--- src/rtl/aes_link_pkg.sv ---
// aes_link_pkg: shared FSM states, command/response byte defaults and counter-width helpers
package aes_link_pkg;
  typedef enum logic [2:0] {IDLE, RX_PAY, EXEC, AES_WAIT, TX_SEND, TX_WAIT} state_e;
  localparam logic [7:0] CMD_KEY_DEF = 8'h01;
  localparam logic [7:0] CMD_ENC_DEF = 8'h02;
  localparam logic [7:0] ACK_DEF = 8'hA5;
  localparam logic [7:0] NAK_DEF = 8'hEE;
  localparam int BLOCK_BYTES_DEF = 16;
  localparam int CNT_W = $clog2(BLOCK_BYTES_DEF + 1);
  function automatic int cnt_w(int bb);
    return $clog2(bb + 1);
  endfunction
endpackage

--- src/rtl/frame_timeout_ctr.sv ---
// frame_timeout_ctr: reloadable down-counter that pulses expire when an enabled wait runs out
module frame_timeout_ctr #(
  parameter int TIMEOUT_CYCLES = 1000000
) (
  input  logic clk,
  input  logic reset,
  input  logic en,
  input  logic restart,
  output logic expire
);
  localparam int W = TIMEOUT_CYCLES > 1 ? $clog2(TIMEOUT_CYCLES) : 1;
  logic [W-1:0] cnt_q, cnt_d;
  always_comb begin
    cnt_d = restart ? W'(TIMEOUT_CYCLES - 1) : (en && cnt_q != '0) ? cnt_q - W'(1) : cnt_q;
  end
  // a zero timeout disables expiry entirely; a same-cycle restart always wins
  assign expire = (TIMEOUT_CYCLES != 0) && en && !restart && cnt_q == '0;
  always_ff @(posedge clk) begin
    cnt_q <= reset ? '0 : cnt_d;
  end
endmodule

--- src/rtl/aes_frame_ctrl.sv ---
// aes_frame_ctrl: framed UART command controller feeding the AES core (key load / encrypt)
module aes_frame_ctrl
  import aes_link_pkg::*;
#(
  parameter int BLOCK_BYTES = BLOCK_BYTES_DEF,
  parameter int TIMEOUT_CYCLES = 1000000,
  parameter logic [7:0] CMD_KEY = CMD_KEY_DEF,
  parameter logic [7:0] CMD_ENC = CMD_ENC_DEF,
  parameter logic [7:0] ACK_BYTE = ACK_DEF,
  parameter logic [7:0] NAK_BYTE = NAK_DEF
) (
  input  logic                     clk,
  input  logic                     reset,
  input  logic [7:0]               rx_data,
  input  logic                     rx_valid,
  output logic [7:0]               tx_data,
  output logic                     tx_start,
  input  logic                     tx_done,
  input  logic                     aes_ready,
  output logic                     aes_start,
  output logic                     aes_key_load,
  output logic [8*BLOCK_BYTES-1:0] pt_to_aes,
  output logic [8*BLOCK_BYTES-1:0] key_to_aes,
  input  logic [8*BLOCK_BYTES-1:0] ct_from_aes,
  output logic                     busy,
  output logic                     err_timeout,
  output logic                     err_overrun
);
  localparam int BW = 8 * BLOCK_BYTES;
  localparam int CW = cnt_w(BLOCK_BYTES);
  state_e state_q, state_d;
  logic key_cmd_q, key_cmd_d;
  logic [CW-1:0] cnt_q, cnt_d;
  logic [BW-1:0] pay_q, pay_d, tx_q, tx_d, key_q, key_d, pt_q, pt_d, pay_shift;
  logic aes_start_q, aes_start_d, key_load_q, key_load_d, tx_start_q, tx_start_d;
  logic err_to_q, err_to_d, err_ov_q, err_ov_d, expire;
  assign pay_shift = BW'({pay_q, rx_data});
  frame_timeout_ctr #(.TIMEOUT_CYCLES(TIMEOUT_CYCLES)) u_tmo (
    .clk, .reset, .en(state_q == RX_PAY), .restart(rx_valid), .expire
  );
  always_comb begin
    state_d = state_q;
    key_cmd_d = key_cmd_q;
    cnt_d = cnt_q;
    pay_d = pay_q;
    tx_d = tx_q;
    key_d = key_q;
    pt_d = pt_q;
    aes_start_d = 1'b0;
    key_load_d = 1'b0;
    tx_start_d = 1'b0;
    err_to_d = 1'b0;
    err_ov_d = rx_valid && !err_ov_q && state_q != IDLE && state_q != RX_PAY;
    case (state_q)
      IDLE: if (rx_valid) begin
        if (rx_data == CMD_KEY || rx_data == CMD_ENC) begin
          key_cmd_d = rx_data == CMD_KEY;
          cnt_d = '0;
          state_d = RX_PAY;
        end else begin
          tx_d = BW'(NAK_BYTE) << (BW - 8);
          cnt_d = CW'(1);
          state_d = TX_SEND;
        end
      end
      RX_PAY: if (rx_valid) begin
        pay_d = pay_shift;
        cnt_d = cnt_q + CW'(1);
        if (cnt_q == CW'(BLOCK_BYTES - 1)) begin
          state_d = EXEC;
          pt_d = key_cmd_q ? pt_q : pay_shift;
        end
      end else if (expire) begin
        err_to_d = 1'b1;
        state_d = IDLE;
      end
      EXEC: if (aes_ready) begin
        if (key_cmd_q) begin
          key_d = pay_q;
          key_load_d = 1'b1;
          tx_d = BW'(ACK_BYTE) << (BW - 8);
          cnt_d = CW'(1);
          state_d = TX_SEND;
        end else begin
          aes_start_d = 1'b1;
          state_d = AES_WAIT;
        end
      end
      // aes_start_q marks the first AES_WAIT cycle, where a stale ready is ignored
      AES_WAIT: if (aes_ready && !aes_start_q) begin
        tx_d = ct_from_aes;
        cnt_d = CW'(BLOCK_BYTES);
        state_d = TX_SEND;
      end
      TX_SEND: begin
        tx_start_d = 1'b1;
        state_d = TX_WAIT;
      end
      TX_WAIT: if (tx_done) begin
        tx_d = tx_q << 8;
        cnt_d = cnt_q - CW'(1);
        state_d = cnt_q == CW'(1) ? IDLE : TX_SEND;
      end
      default: state_d = IDLE;
    endcase
  end
  always_ff @(posedge clk) begin
    if (reset) begin
      state_q <= IDLE;
      key_cmd_q <= 1'b0;
      cnt_q <= '0;
      pay_q <= '0;
      tx_q <= '0;
      key_q <= '0;
      pt_q <= '0;
      aes_start_q <= 1'b0;
      key_load_q <= 1'b0;
      tx_start_q <= 1'b0;
      err_to_q <= 1'b0;
      err_ov_q <= 1'b0;
    end else begin
      state_q <= state_d;
      key_cmd_q <= key_cmd_d;
      cnt_q <= cnt_d;
      pay_q <= pay_d;
      tx_q <= tx_d;
      key_q <= key_d;
      pt_q <= pt_d;
      aes_start_q <= aes_start_d;
      key_load_q <= key_load_d;
      tx_start_q <= tx_start_d;
      err_to_q <= err_to_d;
      err_ov_q <= err_ov_d;
    end
  end
  assign tx_data = tx_q[BW-1 -: 8];
  assign tx_start = tx_start_q;
  assign aes_start = aes_start_q;
  assign aes_key_load = key_load_q;
  assign pt_to_aes = pt_q;
  assign key_to_aes = key_q;
  assign busy = state_q != IDLE;
  assign err_timeout = err_to_q;
  assign err_overrun = err_ov_q;
endmodule
--- config.mk ---
export PLATFORM = sky130hd
export DESIGN_NAME = aes_frame_ctrl
export DESIGN_NICKNAME = d
export VERILOG_FILES = /design/src/rtl/aes_link_pkg.sv /design/src/rtl/frame_timeout_ctr.sv /design/src/rtl/aes_frame_ctrl.sv
export SDC_FILE = /design/constraint.sdc
export NUM_CORES = 1
export LEC_CHECK = 0
export ABC_AREA = 1
export CAP_MARGIN = 20
export CORE_ASPECT_RATIO = 1.25
export CORE_MARGIN = 2
export CORE_UTILIZATION = 52
export DETAILED_ROUTE_END_ITERATION = 12
export PLACE_DENSITY = 0.79
export REMOVE_ABC_BUFFERS = 1
export SLEW_MARGIN = 0
export SYNTH_ARGS = -nofsm -noshare
export SYNTH_HDL_FRONTEND = slang
export SYNTH_SLANG_ARGS = --single-unit
--- constraint.sdc ---
create_clock -name clk -period 2.45 [get_ports clk]
set_clock_uncertainty 0.1 [all_clocks]
set_input_delay 0.49 -clock clk [delete_from_list [all_inputs] [get_ports clk]]
set_output_delay 0.49 -clock clk [all_outputs]
set_load 0.03 [all_outputs]
# Word level (Yosys, flattened, before mapping)

Index checks and enable logic that the tools add are counted.

Bits in writable memories: 0
Bits in registers: 546
Output and inout port bits: 270
Memories kept: 0
Bits in read-only memories: 0
Latch bits: 0

Bitwise logic cells: 4
Order comparisons: 0
Eq/ne operators: 19
$mul: 0
Shifts and indexed selects: 0
Muxes and demuxes: 32
Add/sub/neg operators: 3
Reduce and logical (&&, ||, !) cells: 28
Divide/modulo/power cells: 0

Operator list:

| kind                                               | number |
|---|---|
| 2-to-1 mux 128 bit                                 | 6 |
| one-hot mux 128 bit (4 select lines)               | 1 |
| 2-to-1 mux 20 bit                                  | 2 |
| 2-to-1 mux 3 bit                                   | 10 |
| 2-to-1 mux 5 bit                                   | 6 |
| one-hot mux 5 bit (5 select lines)                 | 1 |
| zero test 20 bit                                   | 1 |
| nonzero test 20 bit                                | 1 |
| subtractor 20 x 1 -> 20 bit, second input constant | 1 |
| one-hot mux 3 bit (6 select lines)                 | 1 |
| inequality test 2 bit, second input constant       | 7 |
| AND reduction 7 bit                                | 2 |
| == test 8 x 1 -> 1 bit, second input constant      | 1 |
| == test 8 x 2 -> 1 bit, second input constant      | 1 |
| logical AND 1 bit                                  | 7 |
| == test 3 x 2 -> 1 bit, second input constant      | 2 |
| == test 3 bit, second input constant               | 2 |
| inequality test 3 bit, second input constant       | 2 |
| AND reduction 3 bit                                | 2 |
| AND reduction 6 bit                                | 1 |
| OR reduction 3 bit                                 | 2 |
| adder 5 x 1 -> 5 bit, second input constant        | 1 |
| == test 5 x 1 -> 1 bit, second input constant      | 1 |
| == test 5 x 4 -> 1 bit, second input constant      | 1 |
| 15 further kinds                                   | 24 |

# Logic depth before layout (Yosys ltp)

Depth after elaboration: 6
Mapped depth: 12
Gate-level depth less buffers: 11

# Cells and area by module

From an unflattened synthesis, not the netlist that was laid out.

Cell total of the unflattened synthesis: 3381
Area, all modules: 22952.0 um2

By module, submodules not included:

| module            | area an instance (um2) | times used | seq. area each (um2) | cells an instance |
|---|---|---|---|---|
| aes_frame_ctrl    | 21648.3                | 1          | 10530.1              | 3171 |
| frame_timeout_ctr | 1303.8                 | 1          | 400.4                | 210 |

# Worst setup path before layout

No wires, ideal clock.

Kind: input port to flip-flop
Start point: in rx_data[2]
End point: reg tx_q[117]
Slack: 0.521 ns
Cell stages on the path: 9
Data arrival time: 1.702 ns
Path buffers: 2
Cells stage by stage: nor2_1 > a21boi_0 > nand3_1 > nand3_4 > buf_2 > buf_2 > nand2_1 > o21ai_1 > nor2_1

Cells in the longest elaborated chain, start to end: 4
Elaborated cells on any way between the ends: 5
Those cells by class: eq/ne: 3; reduce/logical: 2

RTL lines:

| what                                                             | RTL line              | text |
|---|---|---|
| from (decl)                                                      | aes_frame_ctrl.sv:14  | `input logic [7:0] rx_data,` |
| == test 8 x 1 -> 1 bit or == test 8 x 2 -> 1 bit (tied branches) | aes_frame_ctrl.sv:56  | `if (rx_data == CMD_KEY \|\| rx_data == CMD_ENC) begin` |
| logical OR 1 bit *                                               | aes_frame_ctrl.sv:56  |  |
| inequality test 2 bit (no source line) *                         | --                    |  |
| AND reduction 7 bit (no source line) *                           | --                    |  |
| to (signal assigned)                                             | aes_frame_ctrl.sv:126 | `tx_q <= tx_d;` |
| to (decl)                                                        | aes_frame_ctrl.sv:34  | `logic [BW-1:0] pay_q, pay_d, tx_q, tx_d, key_q, key_d, pt_q, pt_d, pay_shift;` |

Every way passes the cells marked *; elsewhere a longest branch is shown, timed or not.
A chain may end at the register's enable or synchronous reset.

# Final worst setup path

Start point: reg state_q[1]
End point: out busy

Cells in the longest elaborated chain, start to end: 1

RTL lines:

| what                   | RTL line              | text |
|---|---|---|
| from (decl)            | aes_frame_ctrl.sv:31  | `state_e state_q, state_d;` |
| from (signal assigned) | aes_frame_ctrl.sv:122 | `state_q <= state_d;` |
| nonzero test 3 bit     | aes_frame_ctrl.sv:142 | `assign busy = state_q != IDLE;` |
| to (decl)              | aes_frame_ctrl.sv:25  | `output logic busy,` |

No other way between the ends.

==> metrics.cfg <==
[die]
die_w_um = 185
core_area_um2 = 40200
start_util = 0.528
io_pins = 411
die_h_um = 230
dieArea_um2 = 42500
rows = 82

[grt]
antenna_found_initial = 1
overflow = 0
grt_pass1_wl_um = 93600
grtUsageTotal = 0.270
grt_max_degree = 137
grt_pass1_vias = 18831

[timing]
fmax_ghz = 0.432
timing_worst_slew_pin_value_ns = 0.711
min_period_ns = 2.32
hold_viol_final = 0
relSlewSlack = 0.526
setup_viol = 0
fin_crit_sh = 0.946
rsz0062_at_grt = false
drv_slew = 0
hold_ws_ns = 0.164
setup_tns_ns = 0

[place]
port_buffers = 410
dp_cells = 3797
gp_congestion = 0.867
hpwl_um = 39900

[power_and_ir_drop]
p_per_area_nw_per_um2 = 988
power.share.clock = 0.298
power_frac_comb = 0.290
ir_drop_mv = 0.710
power_w = 0.0274
p_sw_frac = 0.337
pwr-share-seq = 0.413
power_switching_w = 0.00923
internal_power_w = 0.0182
p_leak_nw = 10.7

[synth]
yosys.area.top_type = dfxtp_1
synthDistinctLibCells = 31
syn-cell-area_um2 = 21300
synth_cells = 2978
synth_seq_cells = 546
syn_area_per_cell_um2 = 7.14
async_flop_share = 0
seq_area_frac_synth = 0.514
synth_commonest_cells = 923 x nor2_1, 546 x dfxtp_1, 509 x o21ai_0, 353 x nand2_1, 182 x inv_1
synth.most_common_cell = nor2_1
synthTopCellsByArea = dfxtp_1 51%, nor2_1 16%, o21ai_0 12%, nand2_1 6.2%, inv_1 3.2%
synth_edf_count = 0
yosys_warnings = 0
synthDominantCellAreaShare = 0.514
synthFlopType = dfxtp_1

[final_layout]
drive_above_1_share = 0.0520
syn_to_final_growth_pct = 30.5
fin_cells = 3890
num-nets-final = 3450
utilization = 0.690
fillers = 3315

[worst_hold_path]
hold_class = primary input to register
hold_depth = 2
worst_hold_path.endpoint = tx_q[103]$_SDFFE_PP0P_
holdCritStartpoint = reset

[outcome]
status = finished clean

[drt]
wire_per_inst_um = 15.2
drtAntennaViolNets = 0
drcViolationCount = 0
dr.pass1.iters = 5
dr_total_vias = 20238
first_iter_violations = 1607
wl_um = 59100
vias_per_cell = 5.20

[clock_network]
clock_latency_ns = 0.58
clk_pin_slew_worst_paths_ns = 0.06
clockBufferDepth = 3
clock-sinks = 546
ctsHoldBuffers = 0
root_buffer = clkbuf_16
htreeDepth = 2
cts_buffers = 51
cts_tree = done

[setup_path]
worstRegToRegCells = 11
regToRegStartpoint = state_q[1]$_SDFFE_PP0P_
timing.reg2reg.setup_slack_ns = 0.24
end_kind = output pin
path_max_fanout = 4
required_ns = 1.86
path_class = register to output pin
r2r-end = tx_q[105]$_SDFFE_PP0P_
start_kind = register
worstPathArrival_ns = 1.73

[flow_run]
max-cap-violations = 0

-- how the worst max path moves through the flow --
| stage | end | start | slack, ns | depth (start not counted) |
|---|---|---|---|---|
| final | busy | state_q[1]$_SDFFE_PP0P_ | 0.13 | 5 |
| after global routing | busy | state_q[2]$_SDFFE_PP0P_ | 0.05 | 5 |
| after CTS | busy | state_q[2]$_SDFFE_PP0P_ | 0.009 | 5 |
| after detailed placement | tx_q[9]$_SDFFE_PP0P_ | rx_data[2] | -0.17 | 10 |
| after global placement | tx_q[61]$_SDFFE_PP0P_ | rx_data[2] | -0.13 | 10 |
| after floorplan | pt_to_aes[0]$_SDFFE_PP0P_ | state_q[0]$_SDFFE_PP0P_ | -5.49 | 8 |
-- power by group through the flow --
stage	Sequential [W]	Combinational, W	Clock [W]
3_5_place_dp	0.0115	0.00781	0
4_1_cts	0.0113	0.00792	0.00826
2_1_floorplan	0.0112	0.00486	0
5_1_grt	0.0115	0.00904	0.00863
3_3_place_gp	0.0114	0.00746	0
6_report	0.0113	0.00794	0.00816
-- metal layers --
metal / vias to the layer above / track usage / routed length, um
met5: - / 0 / 0
met4: 0 / 0.106 / 2340
met3: 140 / 0.0451 / 4370
met2: 776 / 0.467 / 28500
met1: 9251 / 0.332 / 23900
li1: 10071 / - / -
-- state kept, by name, indices dropped and copies added, names as in the netlist, 3 cells and up --
name / flops
key_to_aes: 128
pay_q: 128
pt_to_aes: 128
tx_q: 128
u_tmo.cnt_q: 20
cnt_q: 5
state_q: 3
-- cell type report --
type / count / area, um2 / area share
antenna: 1 / 2.50 / 0.0000902
sequential: 546 / 10900 / 0.394
inverter: 187 / 717 / 0.0258
tap: 546 / 683 / 0.0246
multi-input combinational: 2036 / 8780 / 0.317
timing repair buffer: 482 / 4870 / 0.176
clock inverter: 16 / 211 / 0.00762
clock buffer: 76 / 1540 / 0.0556
-- layout by cell type, fill, tap and decap left out, types with 2 or more instances in the layout --
master,synthesis,routed
a21oi_1,44,44
and2_1,2,2
buf_12,0,18
buf_4,9,55
bufinv_16,0,4
clkbuf_1,145,9
clkbuf_16,0,52
clkbuf_8,0,15
clkdlybuf4s50_1,0,408
clkinv_2,0,5
clkinv_4,0,3
clkinvlp_4,0,2
dfxtp_1,546,545
ha_1,5,5
inv_1,182,181
inv_2,5,2
inv_4,0,3
nand2_1,353,350
nand2_4,0,2
nand3_1,39,38
nand3_4,1,2
nand4_1,12,12
nor2_1,923,923
nor2_4,3,4
nor3_1,6,6
o211ai_1,7,7
o21ai_0,509,509
o21ai_1,115,115
xnor2_1,3,3
xor2_1,5,5
-- critical path, stage by stage (launching register included) --
cell and delay (ns):
dfxtp_1 0.39, inv_1 0.09, nand2_1 0.17, nor2_1 0.08
inv_1 0.11, clkdlybuf4s15_2 0.31
-- repair_timing --
action,CTS,global route
gates resized for setup,3,1
cloned,0,0
setup endpoints to repair,1,1
setup buffers,0,0
-- per-stage QoR --
step | worst slack (ns) | instance area [um2]
floorplan | -5.49 | 20400
global placement | -0.135 | 26000
detailed placement | -0.166 | 26000
CTS | 0.00918 | 27700
global route | 0.0505 | 27700
finish | 0.133 | 27700
-- logic make-up (layout without fill, tap and decap cells) --
family	count (synthesis)	count (layout)	synth area share
DFF	546	546	0.514
xor gates and xnor gates	8	8	0.00330
and+or+nand+nor	1343	1343	0.244
other	0	1	0
adders and majority gates	5	5	0.00294
buffers and inverters	396	761	0.0743
AOI/OAI and AO/OA	680	680	0.161
(Power assumes the default switching activity.)
